==> config.mk <==
export PLATFORM = sky130hd
export DESIGN_NAME = ps2_keyboard_rx
export DESIGN_NICKNAME = d
export VERILOG_FILES = /design/src/rtl/ps2_keyboard_rx.sv
export SDC_FILE = /design/constraint.sdc
export NUM_CORES = 1
export LEC_CHECK = 0
export ABC_CLOCK_PERIOD_IN_PS = 2000
export CAP_MARGIN = 5
export CORE_MARGIN = 2
export CORE_UTILIZATION = 45
export CTS_BUF_LIST = sky130_fd_sc_hd__clkbuf_4
export DETAILED_ROUTE_END_ITERATION = 12
export MAX_ROUTING_LAYER = met4
export PLACE_DENSITY = 0.67
export SETUP_SLACK_MARGIN = 0.1
export SYNTH_ARGS = -nofsm -noshare
export SYNTH_HDL_FRONTEND = slang
export SYNTH_SLANG_ARGS = --single-unit
export TNS_END_PERCENT = 20
==> constraint.sdc <==
create_clock -name clock -period 2 [get_ports clock]
set_clock_uncertainty 0.2 [all_clocks]
set_input_delay 0.4 -clock clock [delete_from_list [all_inputs] [get_ports clock]]
set_output_delay 0.4 -clock clock [all_outputs]
set_load 0.02 [all_outputs]
==> src/rtl/ps2_keyboard_rx.sv <==
// ps2_keyboard_rx: receives the PS/2 keyboard serial stream and presents each
// decoded scan-code byte on ps2_out with a one-cycle ps2_key_pressed pulse.
// Bad parity, a bad stop bit or a stalled frame give a one-cycle frame_error.
// Optional feature: define PS2_BREAK_FILTER_EN to hide key-release codes
// (0xF0 and the byte that follows it) from the processor.
module ps2_keyboard_rx #(
  parameter int TIMEOUT_CYCLES = 100000
) (
  input  logic       clock,
  input  logic       reset,
  input  logic       ps2_clk_in,
  input  logic       ps2_data_in,
  output logic       ps2_key_pressed,
  output logic [7:0] ps2_out,
  output logic       frame_error
);

  localparam int TW = $clog2(TIMEOUT_CYCLES);
  localparam logic [TW-1:0] T_LAST = TW'(TIMEOUT_CYCLES - 1);

  typedef enum logic [1:0] {IDLE, DATA, PARITY, STOP} state_t;

  state_t          state, state_nxt;
  logic            clk_p0, clk_s, clk_d;
  logic            dat_p0, dat_s;
  logic            fall;
  logic [7:0]      shift;
  logic [2:0]      bitcnt;
  logic            par_q;
  logic [TW-1:0]   tcnt;
  logic            timeout;
  logic            frame_ok;
  logic            start_en, shift_en, par_en;
  logic            done_ok, done_err;
  logic            load_out;

  // Two-flop synchronizers on both pins, plus one more clock stage for edge detect
  always_ff @(posedge clock) begin
    if (reset) begin
      clk_p0 <= 1'b1;
      clk_s  <= 1'b1;
      clk_d  <= 1'b1;
      dat_p0 <= 1'b1;
      dat_s  <= 1'b1;
    end else begin
      clk_p0 <= ps2_clk_in;
      clk_s  <= clk_p0;
      clk_d  <= clk_s;
      dat_p0 <= ps2_data_in;
      dat_s  <= dat_p0;
    end
  end

  assign fall     = clk_d & ~clk_s;
  // A fall event in the same cycle as an expiring counter keeps the frame alive
  assign timeout  = (state != IDLE) && !fall && (tcnt == T_LAST);
  // Odd parity over data plus parity bit, and stop bit high
  assign frame_ok = dat_s && (par_q == ~^shift);

  // FSM state register
  always_ff @(posedge clock) begin
    if (reset) state <= IDLE;
    else       state <= state_nxt;
  end

  // Next-state and per-step control strobes; every step is taken on a fall event
  always_comb begin
    state_nxt = state;
    start_en  = 1'b0;
    shift_en  = 1'b0;
    par_en    = 1'b0;
    done_ok   = 1'b0;
    done_err  = 1'b0;
    if (timeout) begin
      state_nxt = IDLE;
      done_err  = 1'b1;
    end else if (fall) begin
      case (state)
        IDLE: begin
          if (!dat_s) begin
            state_nxt = DATA;
            start_en  = 1'b1;
          end
        end
        DATA: begin
          shift_en = 1'b1;
          if (bitcnt == 3'd7) state_nxt = PARITY;
        end
        PARITY: begin
          par_en    = 1'b1;
          state_nxt = STOP;
        end
        STOP: begin
          state_nxt = IDLE;
          if (frame_ok) done_ok  = 1'b1;
          else          done_err = 1'b1;
        end
        default: state_nxt = IDLE;
      endcase
    end
  end

`ifdef PS2_BREAK_FILTER_EN
  logic brk_pend, brk_nxt;

  // Break filter: 0xF0 arms the flag, the next good byte disarms it, both hidden
  always_comb begin
    brk_nxt  = brk_pend;
    load_out = 1'b0;
    if (done_err) begin
      brk_nxt = 1'b0;
    end else if (done_ok) begin
      if (brk_pend)              brk_nxt  = 1'b0;
      else if (shift == 8'hF0)   brk_nxt  = 1'b1;
      else                       load_out = 1'b1;
    end
  end

  // Break-pending flag register
  always_ff @(posedge clock) begin
    if (reset) brk_pend <= 1'b0;
    else       brk_pend <= brk_nxt;
  end
`else
  assign load_out = done_ok;
`endif

  // Frame datapath: bit assembly, parity capture, timeout counter, outputs
  always_ff @(posedge clock) begin
    if (reset) begin
      shift           <= 8'h00;
      bitcnt          <= 3'd0;
      par_q           <= 1'b0;
      tcnt            <= '0;
      ps2_out         <= 8'h00;
      ps2_key_pressed <= 1'b0;
      frame_error     <= 1'b0;
    end else begin
      ps2_key_pressed <= load_out;
      frame_error     <= done_err;
      if (load_out) ps2_out <= shift;

      if (start_en) begin
        bitcnt <= 3'd0;
        shift  <= 8'h00;
      end
      if (shift_en) begin
        shift[bitcnt] <= dat_s;
        if (bitcnt != 3'd7) bitcnt <= bitcnt + 3'd1;
      end
      if (par_en) par_q <= dat_s;

      if (fall || state == IDLE || timeout) tcnt <= '0;
      else if (tcnt != '1)                  tcnt <= tcnt + 1'b1;
    end
  end

endmodule

== Word level (Yosys, flattened, before mapping) ==
Index checks and enable logic that the tools add are counted.

* Reductions and logical operators: 13
* Bitwise logic cells: 2
* Equal/unequal tests: 10
* $add $sub $neg: 2
* Order comparisons: 2
* Mux-type cells: 30

{| class="wikitable"
|+ Operator list
! operator !! number
|-
| two-way mux 8 bit || 3
|-
| two-way mux 1 bit || 19
|-
| adder 17 x 1 -> 17 bit (second input constant) || 1
|-
| == test 17 bit (second input constant) || 1
|-
| inequality test 17 bit (second input constant) || 1
|-
| two-way mux 3 bit || 3
|-
| bitwise mux 8 bit || 1
|-
| case mux 2 bit (4 select lines) || 1
|-
| XNOR reduction 8 bit || 1
|-
| == test 2 bit (second input constant) || 2
|-
| logical AND 1 bit || 4
|-
| less-than comparator 3 x 4 -> 1 bit (second input constant) || 1
|-
| two-way mux 2 bit || 2
|-
| inequality test 2 bit (second input constant) || 2
|-
| OR reduction 2 bit || 2
|-
| adder 3 x 1 -> 3 bit (second input constant) || 1
|-
| demux 1 bit (select 3 bit) || 1
|-
| == test 3 bit (second input constant) || 1
|-
| >= comparator 3 x 1 -> 1 bit (second input constant) || 1
|-
| inequality test 3 bit (second input constant) || 1
|-
| AND reduction 3 bit || 1
|-
| == test 2 x 1 -> 1 bit (second input constant) || 1
|-
| zero test 2 bit || 1
|-
| logical OR 1 bit || 2
|-
| 5 further kinds || 5
|}

* Output and inout port bits: 10
* Register bits: 46

== Longest topological paths before layout ==
Gate-level depths: netlist of the first run.

* Depth after elaboration: 10
* Depth in mapped cells: 10

== Least setup slack after synthesis of the first run ==
Ideal clock, no wire load.

* Path type: reg2reg
* Start point: register tcnt[11]
* End point: register tcnt[14]
* Period minus slack after synthesis: 2.145 ns
* Data arrival time: 1.873 ns
* Cell stages (with the launch flop): 11
* Buffers on the path: 2
* Slack: -0.145 ns
* Cell sequence: dfxtp_1 -> and3_1 -> nand4_1 -> nor3_1 -> ha_1 -> clkbuf_1 -> nor2b_1 -> clkbuf_1 -> nand3_1 -> or3_1 -> a21oi_1

* Word-level cells in the longest chain between the ends: 4

{| class="wikitable"
|+ RTL lines
! element !! RTL line !! RTL
|-
| from (decl) || 30 || <nowiki>logic [TW-1:0] tcnt;</nowiki>
|-
| from (signal assigned) || 154 || <nowiki>else if (tcnt != '1) tcnt <= tcnt + 1'b1;</nowiki>
|-
| branches (longest 4 deep; another with adder 17 x 1 -> 17 bit) || -- ||
|}

Several ways; the timed one is not identified.
A chain may end at the register's enable or synchronous reset.

== Worst setup path in the final report of the first run ==
* Start point: register tcnt[11]
* End point: register tcnt[15]

The elaborated chain is that of the path after synthesis.

==> run_results.csv, run 1 <==
group,metric,value,unit
cells_and_area,drive_gt1_frac,0.278,
power_and_ir_drop,report.power.total,1.41,mW
power_and_ir_drop,p_leak,1.18,nW
synthesis,synth_top_cell_area_share,0.412,
placed_design,dpl.cell_count,337,
detailed_routing,via_count,1840,
critical_path,cp-startpoint,"tcnt[11]$_SDFFE_PP0P_",
critical_path,worstPathBufferInverterCount,0,
critical_path,cp_slowest_stage_delay,0.34,ns
timing,finalSetupViolCount,0,
synthesis,synth_warnings,0,
clock_tree,cts-root-buf,"clkbuf_4",
cells_and_area,nNetsFinal,296,
global_route,antenna_found_initial,0,
detailed_routing,viasPerCell,5.24,
cells_and_area,fillers,435,
global_route,grt_util_all_layers,0.181,
critical_path,critPathLaunchType,"flop",
global_route,overflow,0,
power_and_ir_drop,powerDensity,488,nW/µm²
critical_path,r2r-end,"tcnt[15]$_SDFFE_PP0P_",
synthesis,netlist_area,2230,µm²
critical_path,timing.reg2reg.setup_slack,0.01,ns
floorplan,core_area,4750,µm²
floorplan,die_area,5550,µm²
synthesis,yosysMostFrequentCell,"dfxtp_1",
power_and_ir_drop,peakVddDrop,0.351,mV
floorplan,die_w,74.5,µm
critical_path,end_kind,"flop",
floorplan,die_h,74.5,µm
timing,maxSlewViolCount,0,
run,max-cap-violations,0,
detailed_routing,initialDrtViolationCount,131,
critical_path,critPathSlowestCell,"dfxtp_2",
synthesis,synth_edf_count,0,
critical_path,r2r_cells,8,
synthesis,yosys_register_bits,46,
clock_tree,clk_latency,0.36,ns
floorplan,rows,25,
placed_design,port_buffers,13,
timing,fin_crit,1.99,ns
clock_tree,cts_hold_buf,0,
critical_path,required,2.10,ns
detailed_routing,drc,0,
timing,fmax,503,MHz
detailed_routing,dr.pass1.iters,4,
global_route,grt_pass1_wl,7.49,mm
synthesis,synth_area_leaders,"dfxtp_1 41%, mux2i_1 5.8%, nand2b_1 5.0%, ha_1 4.5%, nand3_1 4.0%",
placed_design,gp_congestion,0.867,
cells_and_area,area_growth,29.0,%
placed_design,place_area,2650,µm²
synthesis,synth_area_leader_cell,"dfxtp_1",
clock_tree,cts_tree,"built",
clock_tree,clk_pin_slew,0.13,ns
clock_tree,htree_levels,2,
synthesis,synth_cell_types,41,
timing,relSlewSlack,0.701,
outcome,status,"complete, no violations",
synthesis,post_synth.cell_area_avg,9.31,µm²
floorplan,initial_core_util,0.470,
timing,finalHoldViolations,0,
critical_path,crit_fanout,5,
clock_tree,cts-buffers-inserted,5,
synthesis,async_reset_ff_frac,0,
critical_path,cp_num_cells,8,
critical_path,crit_chain,"and3_4 > nand4_1 > nor3_2 > ha_2 > and3b_2 > nand3_2 > or3_1 > a21oi_1",
timing,tightestPinTransition,0.443,ns
global_route,grt_max_degree,35,
detailed_routing,detail-route-antenna-nets,0,
critical_path,crit_arrival,2.09,ns
critical_path,crit_type,"flop to flop",
min_path,hold_class,"flop to flop",
timing,timing.hold.ws,0.221,ns
cells_and_area,diodes,0,
detailed_routing,drt-wirelength-per-cell,13.3,µm
timing,setup_tns,0,ns
synthesis,synth_fp_nets,252,
synthesis,netlist_top_cells_count,"46 x dfxtp_1, 22 x nor2_1, 18 x nand2b_1, 18 x nand3_1, 13 x mux2i_1",
synthesis,synth_flop_cell,"dfxtp_1",
critical_path,r2r-start,"tcnt[11]$_SDFFE_PP0P_",
global_route,grt_pass1_vias,1622,
timing,grt_setup_unrepaired,"yes",
placed_design,hpwl,3.03,mm
clock_tree,cts.sinks,46,
detailed_routing,routed_wl,4.66,mm
synthesis,syn-instance-count,240,
timing,post-route-period-util,0.995,
synthesis,yosysSeqAreaShare,0.412,
cells_and_area,finish.instance_area,2880,µm²
clock_tree,cts_buffer_depth,2,
cells_and_area,final_cells,351,
critical_path,endpoint,"tcnt[15]$_SDFFE_PP0P_",
critical_path,critPathTopFamily,"simple AND/OR/NAND/NOR gates",
floorplan,pin_count,14,
-- final cells by class --
class	count	area (µm²)	area share
clock buffers	7	52.6	0.0182
flip-flops and latches	46	935	0.324
multi-input cells	181	1370	0.475
inverters	3	11.3	0.00391
well taps	67	83.8	0.0291
repair buffers	47	430	0.149
-- how the worst min path moves through the flow --
stage                       from  slack [ns]                to  depth (start not counted)
6_report       dat_p0$_SDFF_PP1_        0.22  dat_s$_SDFF_PP1_                          1
5_1_grt        clk_p0$_SDFF_PP1_        0.24  clk_s$_SDFF_PP1_                          1
3_3_place_gp   clk_p0$_SDFF_PP1_        0.19  clk_s$_SDFF_PP1_                          1
2_1_floorplan  clk_p0$_SDFF_PP1_        0.19  clk_s$_SDFF_PP1_                          1
3_5_place_dp   dat_p0$_SDFF_PP1_        0.19  dat_s$_SDFF_PP1_                          1
4_1_cts        dat_p0$_SDFF_PP1_        0.22  dat_s$_SDFF_PP1_                          1
-- power by group --
group	switching (mW)	internal, mW
logic	0.0201	0.0209
clock network	0.280	0.160
registers	0.00464	0.921
total	0.305	1.10
-- logic make-up after synthesis --
group / count (synthesis) / synth area share
muxes: 15 / 0.0733
and+or+nand+nor: 111 / 0.273
DFF: 46 / 0.412
AOI/OAI and AO/OA: 28 / 0.0795
adders and majority gates: 8 / 0.0448
xor gates and xnor gates: 19 / 0.0941
buffers and inverters: 13 / 0.0230
-- registers in the layout (all words and copies together) (netlist names) --
register / count
clk_d: 1
ps2_key_pressed: 1
ps2_out: 8
clk_p0: 1
dat_p0: 1
bitcnt: 3
par_q: 1
state: 2
frame_error: 1
clk_s: 1
dat_s: 1
shift: 8
tcnt: 17
-- cells in the final DEF (no fill, tap or decap), drive strengths merged, types with 10 or more instances in the layout --
cell          Yosys  final
nand2b           18     18
buf               2     34
mux2i            14     14
nand3            18     18
dlymetal6s2s      0     10
nor2             22     22
nand2            10     10
a21oi            11     11
xor2             10     10
dfxtp            46     46
-- routing by layer --
| metal | GRT usage | wire [µm] | vias up |
|---|---|---|---|
| met2 | 0.261 | 2190 | 34 |
| met3 | 0.0447 | 185 | 8 |
| met4 | 0.0595 | 84 | 0 |
| met1 | 0.247 | 2200 | 859 |
| li1 | - | - | 939 |
| met5 | - | 0 | - |
-- timing repair --
item | in CTS | in global routing
buffers inserted | 3 | 4
endpoints found under the hold margin | 0 | 0
resized for setup | 9 | 27
endpoints found under the setup margin | 24 | 39
pin swaps | 7 | 10
-- worst register-to-register path: cells and delay by family (launching register included) --
kind	cells	cell delay (ns)
and+or+nand+nor	6	1.05
DFF	1	0.34
adders and majority gates	1	0.22
AOI/OAI and AO/OA	1	0.12
-- per-stage QoR --
step,worst slack [ns],util
2_1_floorplan,-0.00924,-
3_3_place_gp,0.0121,0.557
3_5_place_dp,0.00177,0.557
4_1_cts,0.0353,0.577
5_1_grt,-0.0908,0.606
6_report,0.0104,0.606
Note: power is estimated with default switching activity, not from simulation.
==> inputs of run 2 (changes only) <==
--- a/config.mk
+++ b/config.mk
@@ -5,6 +5,7 @@
 export SDC_FILE = /design/constraint.sdc
 export NUM_CORES = 1
 export LEC_CHECK = 0
+export ABC_AREA = 1
 export ABC_CLOCK_PERIOD_IN_PS = 2000
 export CAP_MARGIN = 5
 export CORE_MARGIN = 2
==> run_results.csv, run 2 <==
group,metric,value,unit
critical_path,cp_slowest_stage_delay,0.34,ns
critical_path,worstPathBufferInverterCount,1,
synthesis,synth_area_leaders,"dfxtp_1 40%, nand2_1 16%, nor2_1 8.0%, inv_1 7.2%, a21oi_1 4.8%",
placed_design,hpwl,3.22,mm
global_route,antenna_found_initial,0,
synthesis,netlist_area,2290,µm²
floorplan,core_area,4820,µm²
floorplan,initial_core_util,0.476,
detailed_routing,dr.pass1.iters,4,
cells_and_area,largest_reg_flops,17,
critical_path,crit_chain,"nand4_1 > inv_2 > nand2_4 > nor4_4 > ha_2 > nor2_4 > nand2_4 > nor2_4 > nand3_2 > or2_4 > nor2_4 > o21ai_1 > a21oi_1",
outcome,status,"complete, but fails checks",
detailed_routing,drc,0,
cells_and_area,final_cell_mix,"91 x nand2_1, 43 x nor2_1, 41 x inv_1",
global_route,grt_pass1_vias,1892,
synthesis,async_reset_ff_frac,0,
critical_path,r2r-start,"tcnt[4]$_SDFFE_PP0P_",
global_route,grt_pass1_wl,8.05,mm
timing,timing.hold.ws,0.223,ns
synthesis,synth_area_leader_cell,"dfxtp_1",
critical_path,required,2.09,ns
global_route,overflow,0,
timing,maxSlewViolCount,0,
power_and_ir_drop,powerDensity,485,nW/µm²
clock_tree,clk_pin_slew,0.12,ns
synthesis,synth_compound_area_frac,0.0813,
cells_and_area,area_growth,25.0,%
synthesis,synth.area.mux_share,0,
critical_path,cp-startpoint,"tcnt[4]$_SDFFE_PP0P_",
timing,grt_setup_unrepaired,"yes",
synthesis,post_synth.cell_area_avg,6.75,µm²
run,max-cap-violations,0,
cells_and_area,nNetsFinal,392,
synthesis,netlist_top_cells_count,"97 x nand2_1, 49 x nor2_1, 46 x dfxtp_1",
synthesis,synth_edf_count,0,
critical_path,r2r_cells,13,
clock_tree,cts-buffers-inserted,5,
critical_path,crit_fanout,3,
synthesis,synth_cell_types,28,
critical_path,crit_arrival,2.18,ns
timing,setup_tns,-0.246,ns
detailed_routing,via_count,2029,
synthesis,synth-adder-area-share,0.0436,
cells_and_area,fin_util,0.595,
detailed_routing,initialDrtViolationCount,105,
cells_and_area,diodes,0,
cells_and_area,largestRegisters,"tcnt: 17 flops, ps2_out: 8 flops, shift: 8 flops",
critical_path,worst_path_most_repeated_cell,"nor2_4",
clock_tree,htree_levels,2,
placed_design,port_buffers,13,
synthesis,synth_xor_area_frac,0.0229,
placed_design,gp_congestion,0.821,
power_and_ir_drop,peakVddDrop,0.287,mV
cells_and_area,final_common_cell,"nand2_1",
timing,fin_crit,2.09,ns
timing,finalSetupViolCount,8,
timing,relSlewSlack,0.709,
power_and_ir_drop,report.power.total,1.39,mW
placed_design,pre_cts_ws,-0.102,ns
cells_and_area,multi_input_comb_area,1280,µm²
floorplan,die_area,5680,µm²
synthesis,synth_flop_cell,"dfxtp_1",
timing,finalHoldViolations,0,
synthesis,synth_warnings,0,
synthesis,yosys_register_bits,46,
timing,post-route-period-util,1.04,
floorplan,die_h,75.4,µm
global_route,grt_util_all_layers,0.190,
detailed_routing,viasPerCell,4.54,
detailed_routing,routed_wl,4.53,mm
global_route,grt_max_degree,20,
power_and_ir_drop,p_leak,1.30,nW
synthesis,yosysMostFrequentCell,"nand2_1",
detailed_routing,drt-wirelength-per-cell,10.1,µm
floorplan,pin_count,14,
synthesis,yosys.area_share.simple,0.357,
clock_tree,cts_tree,"built",
clock_tree,cts_hold_buf,0,
min_path,worstHoldStart,"clk_p0$_SDFF_PP1_",
cells_and_area,fillers,462,
synthesis,synth_fp_nets,352,
clock_tree,cts_buffer_depth,2,
floorplan,rows,25,
min_path,hold_class,"flop to flop",
critical_path,critPathSlowestCell,"dfxtp_2",
floorplan,die_w,75.4,µm
synthesis,synth_top_cell_area_share,0.402,
critical_path,end_kind,"flop",
timing,fmax,479,MHz
critical_path,critPathLaunchType,"flop",
min_path,min_path_cells,1,
synthesis,synth_top_family_by_area,"simple AND/OR/NAND/NOR gates",
critical_path,critPathTopFamily,"simple AND/OR/NAND/NOR gates",
detailed_routing,detail-route-antenna-nets,0,
timing,tightestPinTransition,0.437,ns
critical_path,cp_num_cells,13,
clock_tree,cts.sinks,46,
synthesis,yosysSeqAreaShare,0.402,
outcome,violations,"setup timing",
cells_and_area,drive_gt1_frac,0.239,
cells_and_area,regArea,946,µm²
clock_tree,cts-root-buf,"clkbuf_4",
synthesis,syn-instance-count,340,
cells_and_area,top_register,"tcnt",
critical_path,crit_type,"flop to flop",
timing,fin_ws,-0.0864,ns
clock_tree,clk_latency,0.35,ns
## run 2: final timing paths
path | end | slack [ns]
worst min-delay path | clk_s$_SDFF_PP1_ | 0.22
worst max register to register | tcnt[13]$_SDFFE_PP0P_ | -0.09
worst max-delay path | tcnt[13]$_SDFFE_PP0P_ | -0.09
worst min register to register | clk_s$_SDFF_PP1_ | 0.22
## run 2: logic make-up after synthesis
logic type,after synthesis
AO/OA/AOI/OAI,37
XOR/XNOR,6
adder cells (fa/ha/maj),8
flip-flops,46
buffers and inverters,54
AND/OR/NAND/NOR,189
## run 2: repair_timing
action	4_1_cts	5_1_grt
setup endpoints to repair	21	26
setup buffers	2	2
resized for setup	18	38
pin swaps	9	17
## run 2: layer usage
metal	vias to the layer above	routed length [µm]	track usage
li1	1134	-	-
met1	861	2290	0.251
met2	26	1990	0.281
met3	8	171	0.0489
met4	0	73	0.0721
met5	-	0	-
## run 2: cell type report
class                   instances  share of cell area
clock buffers                   7              0.0183
repair buffers                 40               0.114
flip-flops and latches         46               0.330
well taps                      67              0.0292
multi-input cells             240               0.447
inverters                      47              0.0615
## run 2: power by group
group          switching (mW)  internal [mW]
clock                   0.272          0.160
combinational          0.0200         0.0160
sequential            0.00426          0.916
total                   0.296           1.09
## run 2: through the flow
stage,cells,cell area (µm²)
final,447,2870
after global placement,436,2660
after CTS,445,2750
after global routing,447,2870
after detailed placement,436,2660
after floorplan,340,2310
==> inputs of run 3 (changes only) <==
--- a/config.mk
+++ b/config.mk
@@ -8,6 +8,7 @@
 export ABC_AREA = 1
 export ABC_CLOCK_PERIOD_IN_PS = 2000
 export CAP_MARGIN = 5
+export CORE_ASPECT_RATIO = 0.9
 export CORE_MARGIN = 2
 export CORE_UTILIZATION = 45
 export CTS_BUF_LIST = sky130_fd_sc_hd__clkbuf_4
==> run_results.csv, run 3 (same netlist as run 2, synthesis figures left out) <==
group,metric,value,unit
timing,tightestPinTransition,0.352,ns
global_route,grt_max_degree,20,
critical_path,end_kind,"flop",
cells_and_area,final_cells,451,
detailed_routing,viasPerCell,4.78,
cells_and_area,largest_reg_flops,17,
placed_design,hpwl,3.47,mm
floorplan,die_area,5680,µm²
floorplan,initial_core_util,0.471,
detailed_routing,routed_wl,4.94,mm
timing,fin_crit,2.06,ns
detailed_routing,drc,0,
outcome,violations,"setup timing",
cells_and_area,top_register,"tcnt",
timing,maxSlewViolCount,0,
placed_design,port_buffers,13,
critical_path,r2r_cells,13,
critical_path,critPathLaunchType,"flop",
placed_design,dpl.cell_count,437,
cells_and_area,drive_gt1_frac,0.241,
timing,fmax,486,MHz
min_path,min_to,"dat_s$_SDFF_PP1_",
floorplan,die_w,79.3,µm
timing,finalSetupViolCount,5,
cells_and_area,diodes,0,
floorplan,core_area,4860,µm²
critical_path,r2r-start,"tcnt[4]$_SDFFE_PP0P_",
global_route,grt_pass1_vias,1915,
min_path,worstHoldStart,"dat_p0$_SDFF_PP1_",
global_route,antenna_found_initial,0,
clock_tree,clk_pin_slew,0.13,ns
detailed_routing,dr.pass1.iters,4,
power_and_ir_drop,p_leak,1.46,nW
global_route,grt_util_all_layers,0.189,
clock_tree,cts_buffer_depth,2,
clock_tree,clk_latency,0.35,ns
clock_tree,htree_levels,2,
cells_and_area,final_cell_mix,"94 x nand2_1, 46 x nor2_1, 41 x inv_1",
detailed_routing,via_count,2157,
cells_and_area,area_growth,28.2,%
min_path,hold_class,"flop to flop",
run,max-cap-violations,0,
detailed_routing,initialDrtViolationCount,103,
critical_path,required,2.09,ns
power_and_ir_drop,peakVddDrop,0.436,mV
floorplan,rows,24,
cells_and_area,fin_util,0.604,
floorplan,pin_count,14,
detailed_routing,dr_wl_met3,159,µm
cells_and_area,largestRegisters,"tcnt: 17 flops, ps2_out: 8 flops, shift: 8 flops",
critical_path,r2r-end,"tcnt[13]$_SDFFE_PP0P_",
critical_path,crit_type,"flop to flop",
timing,finalHoldViolations,0,
detailed_routing,routed.top_layer,"met4",
power_and_ir_drop,powerDensity,477,nW/µm²
power_and_ir_drop,report.power.total,1.40,mW
critical_path,timing.reg2reg.setup_slack,-0.06,ns
timing,relSlewSlack,0.765,
critical_path,crit_arrival,2.15,ns
cells_and_area,nNetsFinal,398,
min_path,min_path_cells,1,
clock_tree,cts_tree,"built",
clock_tree,cts-buffers-inserted,5,
cells_and_area,final_common_cell,"nand2_1",
clock_tree,cts-root-buf,"clkbuf_4",
global_route,overflow,0,
detailed_routing,detail-route-antenna-nets,0,
detailed_routing,drt-wirelength-per-cell,11.0,µm
timing,grt_setup_unrepaired,"yes",
timing,fin_ws,-0.0559,ns
critical_path,crit_fanout,3,
detailed_routing,wirelength_met1,2.52,mm
clock_tree,cts.sinks,46,
timing,post-route-period-util,1.03,
outcome,status,"complete, but fails checks",
timing,setup_tns,-0.172,ns
detailed_routing,dr_wl_met2,2.19,mm
floorplan,die_h,71.7,µm
global_route,grt_pass1_wl,8.32,mm
placed_design,gp_congestion,0.843,
## run 3: changes by cell type in the layout (fill, tap and decap cells not counted), moves of 2 or more
| cell | change |
|---|---|
| dlygate4sd2_1 | -9 |
| dfxtp_4 | -3 |
| nor2_1 | +3 |
| buf_4 | +6 |
| dfxtp_2 | +2 |
| nor2_2 | -3 |
| nand2_2 | -3 |
| nand2_1 | +3 |
| dlymetal6s2s_1 | +9 |
## run 3: area by class of cell
cell class / instances / area, µm²
Fill cell: 447 / 1930
Multi-Input combinational cell: 240 / 1280
Sequential cell: 46 / 937
Timing Repair Buffer: 46 / 407
Inverter: 47 / 176
Tap cell: 65 / 81.3
Clock buffer: 7 / 52.6
## run 3: worst max-delay path by stage
| stage | start | slack (ns) | to | cells after the start |
|---|---|---|---|---|
| after CTS | tcnt[1]$_SDFFE_PP0P_ | 0.006 | tcnt[13]$_SDFFE_PP0P_ | 12 |
| after detailed placement | tcnt[5]$_SDFFE_PP0P_ | -0.18 | tcnt[13]$_SDFFE_PP0P_ | 13 |
| after global placement | tcnt[5]$_SDFFE_PP0P_ | -0.06 | tcnt[13]$_SDFFE_PP0P_ | 13 |
| final | tcnt[4]$_SDFFE_PP0P_ | -0.06 | tcnt[13]$_SDFFE_PP0P_ | 13 |
| after global routing | tcnt[4]$_SDFFE_PP0P_ | -0.19 | tcnt[13]$_SDFFE_PP0P_ | 13 |
| after floorplan | tcnt[2]$_SDFFE_PP0P_ | -0.02 | tcnt[13]$_SDFFE_PP0P_ | 13 |
## run 3: through the flow
step / hold WS (ns) / instance area [µm²] / setup slack, ns
floorplan: 0.189 / 2310 / -0.0176
global placement: 0.193 / 2680 / -0.0643
detailed placement: 0.194 / 2680 / -0.180
CTS: 0.224 / 2800 / 0.00607
global route: 0.240 / 2940 / -0.193
finish: 0.223 / 2940 / -0.0559
## run 3: repair_timing
| item | CTS | global route |
|---|---|---|
| setup endpoints to repair | 21 | 35 |
| buffers inserted | 3 | 5 |
| pin swaps | 12 | 10 |
| resized for setup | 14 | 36 |
| hold buffers | 0 | 0 |
| gates cloned | 0 | 0 |
## run 3: routing by layer
metal / up-vias / track usage
li1: 1149 / -
met1: 968 / 0.249
met2: 31 / 0.298
met3: 9 / 0.0403
met4: 0 / 0.0479
met5: - / -
## run 3: critical path, stage by stage (launching register included)
cell and delay [ns]:
dfxtp_2 0.34, nand4_1 0.14, inv_2 0.08, nand2_4 0.08, nor4_4 0.04, ha_2 0.20
nor2_4 0.12, nand2_4 0.09, nor2_4 0.11, nand3_2 0.09, or2_4 0.26, nor2_4 0.10
o21ai_2 0.06, a21oi_1 0.10
## run 3: power by group
group	internal, mW	switching, mW	total [mW]
Clock	0.160	0.277	0.438
Sequential	0.921	0.00318	0.924
Combinational	0.0169	0.0226	0.0395
